**config.mk**
```make
export PLATFORM = sky130hd
export DESIGN_NAME = imem_loader
export DESIGN_NICKNAME = d
export VERILOG_FILES = /design/src/rtl/imem_loader.sv
export SDC_FILE = /design/constraint.sdc
export NUM_CORES = 1
export LEC_CHECK = 0
export ABC_CLOCK_PERIOD_IN_PS = 4200
export CORE_UTILIZATION = 30
export CTS_BUF_LIST = sky130_fd_sc_hd__clkbuf_4
export DETAILED_ROUTE_END_ITERATION = 12
export SLEW_MARGIN = 25
export SYNTH_ARGS = -nofsm -noshare
export SYNTH_HDL_FRONTEND = slang
export SYNTH_SLANG_ARGS = --single-unit
```
**constraint.sdc**
```tcl
create_clock -name clk -period 4.2 [get_ports clk]
set_input_delay 0.84 -clock clk [delete_from_list [all_inputs] [get_ports clk]]
set_output_delay 0.84 -clock clk [all_outputs]
set_load 0.02 [all_outputs]
```
**src/rtl/imem_loader.sv**
```systemverilog
// Program loader: takes a count/data/checksum byte stream, writes 32-bit words
// into instruction memory from address 0 and releases the core once the checksum matches.
module imem_loader #(
   parameter int DEPTH  = 32,
   parameter int ADDR_W = 5
) (
   input  logic              clk,
   input  logic              reset,
   input  logic              start,
   input  logic              in_valid,
   input  logic [7:0]        in_data,
   output logic              in_ready,
   output logic              im_we,
   output logic              im_mode,
   output logic [ADDR_W-1:0] im_addr,
   output logic [31:0]       im_din,
   output logic              core_en,
   output logic              busy,
   output logic              done,
   output logic              err,
   output logic [2:0]        dbg_state
);

   localparam int CW = ADDR_W + 1;

   typedef enum logic [2:0] {
      S_IDLE  = 3'd0,
      S_COUNT = 3'd1,
      S_DATA  = 3'd2,
      S_WRITE = 3'd3,
      S_CHECK = 3'd4,
      S_DONE  = 3'd5,
      S_ERR   = 3'd6
   } state_t;

   state_t            r_state;
   logic [CW-1:0]     r_n;
   logic [CW-1:0]     r_idx;
   logic [1:0]        r_bcnt;
   logic [7:0]        r_xor;
   logic [31:0]       r_word;
   logic              r_in_ready;
   logic              r_im_we;
   logic              r_im_mode;
   logic [ADDR_W-1:0] r_im_addr;
   logic [31:0]       r_im_din;
   logic              r_core_en;
   logic              r_busy;
   logic              r_done;
   logic              r_err;

   state_t            w_nxt;
   logic              w_acc;
   logic              w_cnt_bad;
   logic [CW-1:0]     w_idx_inc;
   logic [31:0]       w_word_nxt;

   // Valid/ready: a byte moves on a rising edge where in_valid and in_ready are both 1;
   // in_ready is a register, so it never depends combinationally on in_valid.
   always_comb begin
      w_nxt      = r_state;
      w_acc      = in_valid & r_in_ready;
      w_cnt_bad  = (in_data == 8'd0) || ({24'd0, in_data} > DEPTH);
      w_idx_inc  = r_idx + CW'(1);
      w_word_nxt = {r_word[23:0], in_data};
      case (r_state)
         S_IDLE, S_DONE, S_ERR: if (start) w_nxt = S_COUNT;
         S_COUNT: if (w_acc) w_nxt = w_cnt_bad ? S_ERR : S_DATA;
         S_DATA:  if (w_acc && (r_bcnt == 2'd3)) w_nxt = S_WRITE;
         S_WRITE: w_nxt = (w_idx_inc == r_n) ? S_CHECK : S_DATA;
         S_CHECK: if (w_acc) w_nxt = (in_data == r_xor) ? S_DONE : S_ERR;
         default: w_nxt = S_IDLE;
      endcase
   end

   always_ff @(posedge clk or negedge reset) begin
      if (!reset) begin
         r_state    <= S_IDLE;
         r_n        <= '0;
         r_idx      <= '0;
         r_bcnt     <= '0;
         r_xor      <= '0;
         r_word     <= '0;
         r_in_ready <= 1'b0;
         r_im_we    <= 1'b0;
         r_im_mode  <= 1'b1;
         r_im_addr  <= '0;
         r_im_din   <= '0;
         r_core_en  <= 1'b0;
         r_busy     <= 1'b0;
         r_done     <= 1'b0;
         r_err      <= 1'b0;
      end else begin
         r_state <= w_nxt;
         case (r_state)
            S_COUNT: begin
               if (w_acc && !w_cnt_bad) begin
                  r_n    <= CW'(in_data);
                  r_idx  <= '0;
                  r_bcnt <= '0;
                  r_xor  <= in_data;
               end
            end
            S_DATA: begin
               if (w_acc) begin
                  r_word <= w_word_nxt;
                  r_xor  <= r_xor ^ in_data;
                  r_bcnt <= r_bcnt + 2'd1;
               end
            end
            S_WRITE: r_idx <= w_idx_inc;
            default: ;
         endcase

         // Outputs are registered from the next state so they line up with r_state.
         r_in_ready <= (w_nxt == S_COUNT) || (w_nxt == S_DATA) || (w_nxt == S_CHECK);
         r_busy     <= (w_nxt == S_COUNT) || (w_nxt == S_DATA) ||
                       (w_nxt == S_WRITE) || (w_nxt == S_CHECK);
         r_done     <= (w_nxt == S_DONE);
         r_core_en  <= (w_nxt == S_DONE);
         r_err      <= (w_nxt == S_ERR);
         r_im_we    <= (w_nxt == S_WRITE);
         r_im_mode  <= (w_nxt != S_WRITE);
         r_im_addr  <= (w_nxt == S_WRITE) ? r_idx[ADDR_W-1:0] : '0;
         r_im_din   <= (w_nxt == S_WRITE) ? w_word_nxt : '0;
      end
   end

   assign in_ready  = r_in_ready;
   assign im_we     = r_im_we;
   assign im_mode   = r_im_mode;
   assign im_addr   = r_im_addr;
   assign im_din    = r_im_din;
   assign core_en   = r_core_en;
   assign busy      = r_busy;
   assign done      = r_done;
   assign err       = r_err;
   assign dbg_state = r_state;

endmodule

```
# Word-level counts from Yosys, hierarchy flattened
# Cells that the tools add are included.
# word_totals
reg_bits	92
output_inout_bits	47
# classes
bitwise	2
order_cmp	1
n_reduce_logical	17
n_mux	18
eq_ne	18
n_addsub	2
# ops
cell	count
$mux W32	1
$eq A3 B3 Y1 const B	6
$mux W3	6
$mux W8	2
$pmux W8 S2	1
$pmux W3 S5	1
$eq A3 B2 Y1 const B	4
$pmux W6 S2	1
$eq A8 B8 Y1	1
$gt A8 B6 Y1 const B	1
$logic_not A8 Y1	1
$xor A8 B8 Y8	1
$add A6 B1 Y6 const B	1
$eq A3 B1 Y1 const B	2
$eq A6 B6 Y1	1
$mux W2	3
$mux W6	1
$reduce_and A2 Y1	3
$logic_or A1 B1 Y1	5
$mux W5	1
$ne A2 B2 Y1 const B	2
$pmux W2 S2	1
$reduce_bool A2 Y1	2
$logic_not A3 Y1	1
8 further kinds	9

# Longest topological paths before layout
# depth
depth_word	9
mapped_depth	8
depth_no_buf	7

# Worst setup path after synthesis
# OpenSTA, ideal clock, no wires.
# synth_timing
kind	input-to-reg
start	input in_data[4]
end	register r_bcnt[0]
stages	7
path_slack_ps	1511
arrival_ps	2565
required_time_ps	4077
cell_sequence	or4_1 -> or3_4 -> a21boi_2 -> or2_1 -> buf_4 -> buf_6 -> mux2i_1
# synth_between
elab_chain_cells	6
# synth_rtl
item	line_no	rtl
start: declaration	11	input logic [7:0] in_data,
$gt A8 B6 Y1 / $logic_not A8 Y1 (equally long branches)	63	w_cnt_bad = (in_data == 8'd0) || ({24'd0, in_data} > DEPTH);
$logic_or A1 B1 Y1 (*)	63	
$logic_not A1 Y1 (*)	97	if (w_acc && !w_cnt_bad) begin
$logic_and A1 B1 Y1 (*)	97	
$ne A2 B2 Y1 (no line) (*)	-	
$reduce_and A3 Y1 (no line) (*)	-	
end signal: assignment	108	r_bcnt <= r_bcnt + 2'd1;
end: declaration	39	logic [1:0] r_bcnt;
# Mark *: on every way between the ends. The rest lies on a longest branch, timed or not.
# A chain may end at the register's enable or synchronous reset.

# Worst setup path in the final report
# layout_timing
start	input in_data[4]
end	register r_xor[3]
# layout_between
elab_chain_cells	6
# layout_rtl
item	line_no	rtl
$gt A8 B6 Y1 / $logic_not A8 Y1 (equally long branches)	63	
$logic_or A1 B1 Y1 (*)	63	
$logic_not A1 Y1 (*)	97	
$logic_and A1 B1 Y1 (*)	97	
$ne A2 B2 Y1 (no line) (*)	-	
$reduce_and A3 Y1 (no line) (*)	-	
end signal: assignment	101	r_xor <= in_data;
end signal: assignment	107	r_xor <= r_xor ^ in_data;
end: declaration	40	logic [7:0] r_xor;
# Marks and branches as above.

==> results.sh <==
export IMPL_drt_iter0_drc=89
export IMPL_clock_latency_ns=0.45
export IMPL_hold_buffers=0
export IMPL_dpl_worst_slack_ns=0.796
export IMPL_cts_tree="yes"
export IMPL_ff2ff_path_depth=6
export IMPL_clk_pin_slew_ns=0.14
export IMPL_antenna_left=0
export IMPL_core_area_sq_mm=0.0122
export IMPL_die_h_microns=115
export IMPL_dieArea_sq_mm=0.0132
export IMPL_grt_use_total=0.133
export IMPL_nNetsFinal=381
export IMPL_routedWlPerCell_microns=14.8
export IMPL_drv_cap=0
export IMPL_setup_slack_ns=1.29
export IMPL_ys_seq_elements=92
export IMPL_drt_first_pass_iters=4
export IMPL_synth_distinct_cells=45
export IMPL_final_common_cell="dfrtp_1"
export IMPL_place_gp_congestion=0.779
export IMPL_synth_async_reset_ratio=1.00
export IMPL_num_rows=40
export IMPL_crit_fanout=17
export IMPL_skew_ns=0.0121
export IMPL_vias=2540
export IMPL_finalSetupViolCount=0
export IMPL_grt_first_pass_wirelength_microns=13100
export IMPL_root_buffer="clkbuf_4"
export IMPL_post_cts_buffers=0
export IMPL_peakVddDrop_uv=259
export IMPL_slew_headroom=0.347
export IMPL_worstMarginPinSlew_ns=0.977
export IMPL_die_x_microns=115
export IMPL_htreeDepth=3
export IMPL_ys_flop_type="dfrtp_1"
export IMPL_viasPerCell=4.70
export IMPL_syn_num_nets=331
export IMPL_cts_buffer_depth=2
export IMPL_setup_tns_final_ns=0
export IMPL_critPathRequiredTime_ns=4.58
export IMPL_arrival_ns=3.29
export IMPL_min_period_ns=2.91
export IMPL_start_util=0.312
export IMPL_overflow=0
export IMPL_fin_area_sq_mm=0.00471
export IMPL_fin_util=0.386
export IMPL_outcome="finished clean"
export IMPL_rsz0062_at_grt="no"
export IMPL_netlist_area_sq_mm=0.00381
export IMPL_holdCritPathClass="in2async"
export IMPL_slew_violations=0
export IMPL_p_leak_nw=2.16
export IMPL_portBuffers=58
export IMPL_antenna_found_initial=0
export IMPL_synth_yosys_warnings=0
export IMPL_final_cell_mix="91 x dfrtp_1, 57 x clkdlybuf4s50_1, 38 x and3_1, 30 x mux2_2, 20 x a21oi_1"
export IMPL_diodes=0
export IMPL_setup_worst_path_class="in2reg"
export IMPL_avgSynthCellArea_sq_um=12.0
export IMPL_drc=0
export IMPL_grt_pass1_vias=2473
export IMPL_ios=59
export IMPL_grt_max_degree=63
export IMPL_syn_inst=317
export IMPL_placed_area_sq_mm=0.00454
export IMPL_drive_gt1_frac=0.153
export IMPL_finalHoldViolCount=0
export IMPL_cts_num_sinks=92
export IMPL_cts_resized=0
export IMPL_syn2layout_area_growth_pct=23.7
export IMPL_cts_buffers=9
export IMPL_crit_path_start_kind="primary input"
export IMPL_finalCritPeriodShare=0.692
export IMPL_wl_microns=7990
export IMPL_synth_enable_flop_cells=0
export IMPL_yosysSeqAreaShare=0.604
export IMPL_dp_hpwl_microns=5330
export IMPL_p_per_area_mw_per_mm2=638
export IMPL_fmax_ghz=0.344
export IMPL_holdWs_ns=0.448
export IMPL_endpoint_kind="flip-flop"
state kept, by name, summed over array words and instances, names as in the netlist, 2 cells and up:
signal and flops:
im_din 32, r_word 24, r_xor 8, r_idx 6, r_n 6, im_addr 5
dbg_state 3, r_bcnt 2
per-layer routing:
| layer | wire (microns) | GRT usage | part of all wire | vias up |
|---|---|---|---|---|
| met1 | 3880 | 0.186 | 0.48 | 1267 |
| met5 | 0 | 0 | 0 | - |
| met4 | 128 | 0.0494 | 0.016 | 0 |
| met2 | 3650 | 0.196 | 0.46 | 49 |
| met3 | 338 | 0.0360 | 0.042 | 9 |
| li1 | - | - | - | 1215 |
area by class of cell:
type	instances	area, sq um
Clock buffer	10	75.1
Fill cell	1224	7500
Sequential cell	92	2300
Clock inverter	6	95.1
Tap cell	168	210
Multi-Input combinational cell	198	1390
Timing Repair Buffer	62	621
Inverter	4	15.0
power breakdown:
part | total (W) | internal (W) | switching, W
combinational | 0.00108 | 0.000513 | 0.000565
sequential | 0.00137 | 0.00115 | 0.000223
clock | 0.000559 | 0.000255 | 0.000305
total | 0.00301 | 0.00191 | 0.00109
critical path: stages:
cell	delay (ns)
clkdlybuf4s50_1	0.55
or4_1	0.59
or3_4	0.41
a21boi_2	0.15
or2_1	0.46
a21oi_1	0.14
a21oi_1	0.14
Yosys cell counts, drive strengths merged, types with 2 or more instances:
cell / n / share of area
dfrtp: 91 / 0.60
and3: 38 / 0.062
mux2: 30 / 0.089
a21oi: 20 / 0.026
o21ai: 18 / 0.024
clkbuf: 16 / 0.016
nand3: 15 / 0.020
xor2: 12 / 0.028
nand2: 10 / 0.0099
buf: 7 / 0.011
nor2: 7 / 0.0069
xnor2: 7 / 0.016
inv: 4 / 0.0039
nand4: 4 / 0.0066
nor3: 4 / 0.0053
and2: 3 / 0.0049
a21boi: 2 / 0.0049
a31oi: 2 / 0.0072
ha: 2 / 0.0066
nand2b: 2 / 0.0033
nor2b: 2 / 0.0033
o21a: 2 / 0.0039
o22ai: 2 / 0.0033
o31ai: 2 / 0.0039
or2: 2 / 0.0033
or3: 2 / 0.0046
final timing paths:
check	startpoint	to	slack [ns]
hold / removal	reset	im_din[27]$_DFF_PN0_	0.45
max in group asynchronous	reset	im_din[26]$_DFF_PN0_	2.85
setup / recovery	in_data[4]	r_xor[3]$_DFFE_PN0P_	1.29
min in group clk	r_bcnt[0]$_DFFE_PN0P_	r_bcnt[0]$_DFFE_PN0P_	0.50
setup reg to reg	dbg_state[0]$_DFF_PN0_	r_xor[3]$_DFFE_PN0P_	1.87
hold reg to reg	r_bcnt[0]$_DFFE_PN0P_	r_bcnt[0]$_DFFE_PN0P_	0.50
metrics by stage:
step / cells / total power [W]
6_report: 540 / 0.00301
3_5_place_dp: 524 / 0.00248
2_1_floorplan: 317 / 0.00214
5_1_grt: 540 / 0.00323
4_1_cts: 540 / 0.00304
3_3_place_gp: 524 / 0.00244
cells by family (layout without fill, tap and decap cells):
kind of cell,after synthesis,count (layout),synth area share
AND/OR/NAND/NOR,95,95,0.143
flip-flops,92,92,0.604
AO/OA/AOI/OAI,51,51,0.0801
multiplexers,31,31,0.0913
buffers and inverters,27,82,0.0312
XOR/XNOR,19,19,0.0437
adder cells (fa/ha/maj),2,2,0.00656
No activity file was read; power rests on OpenSTA's default activity.
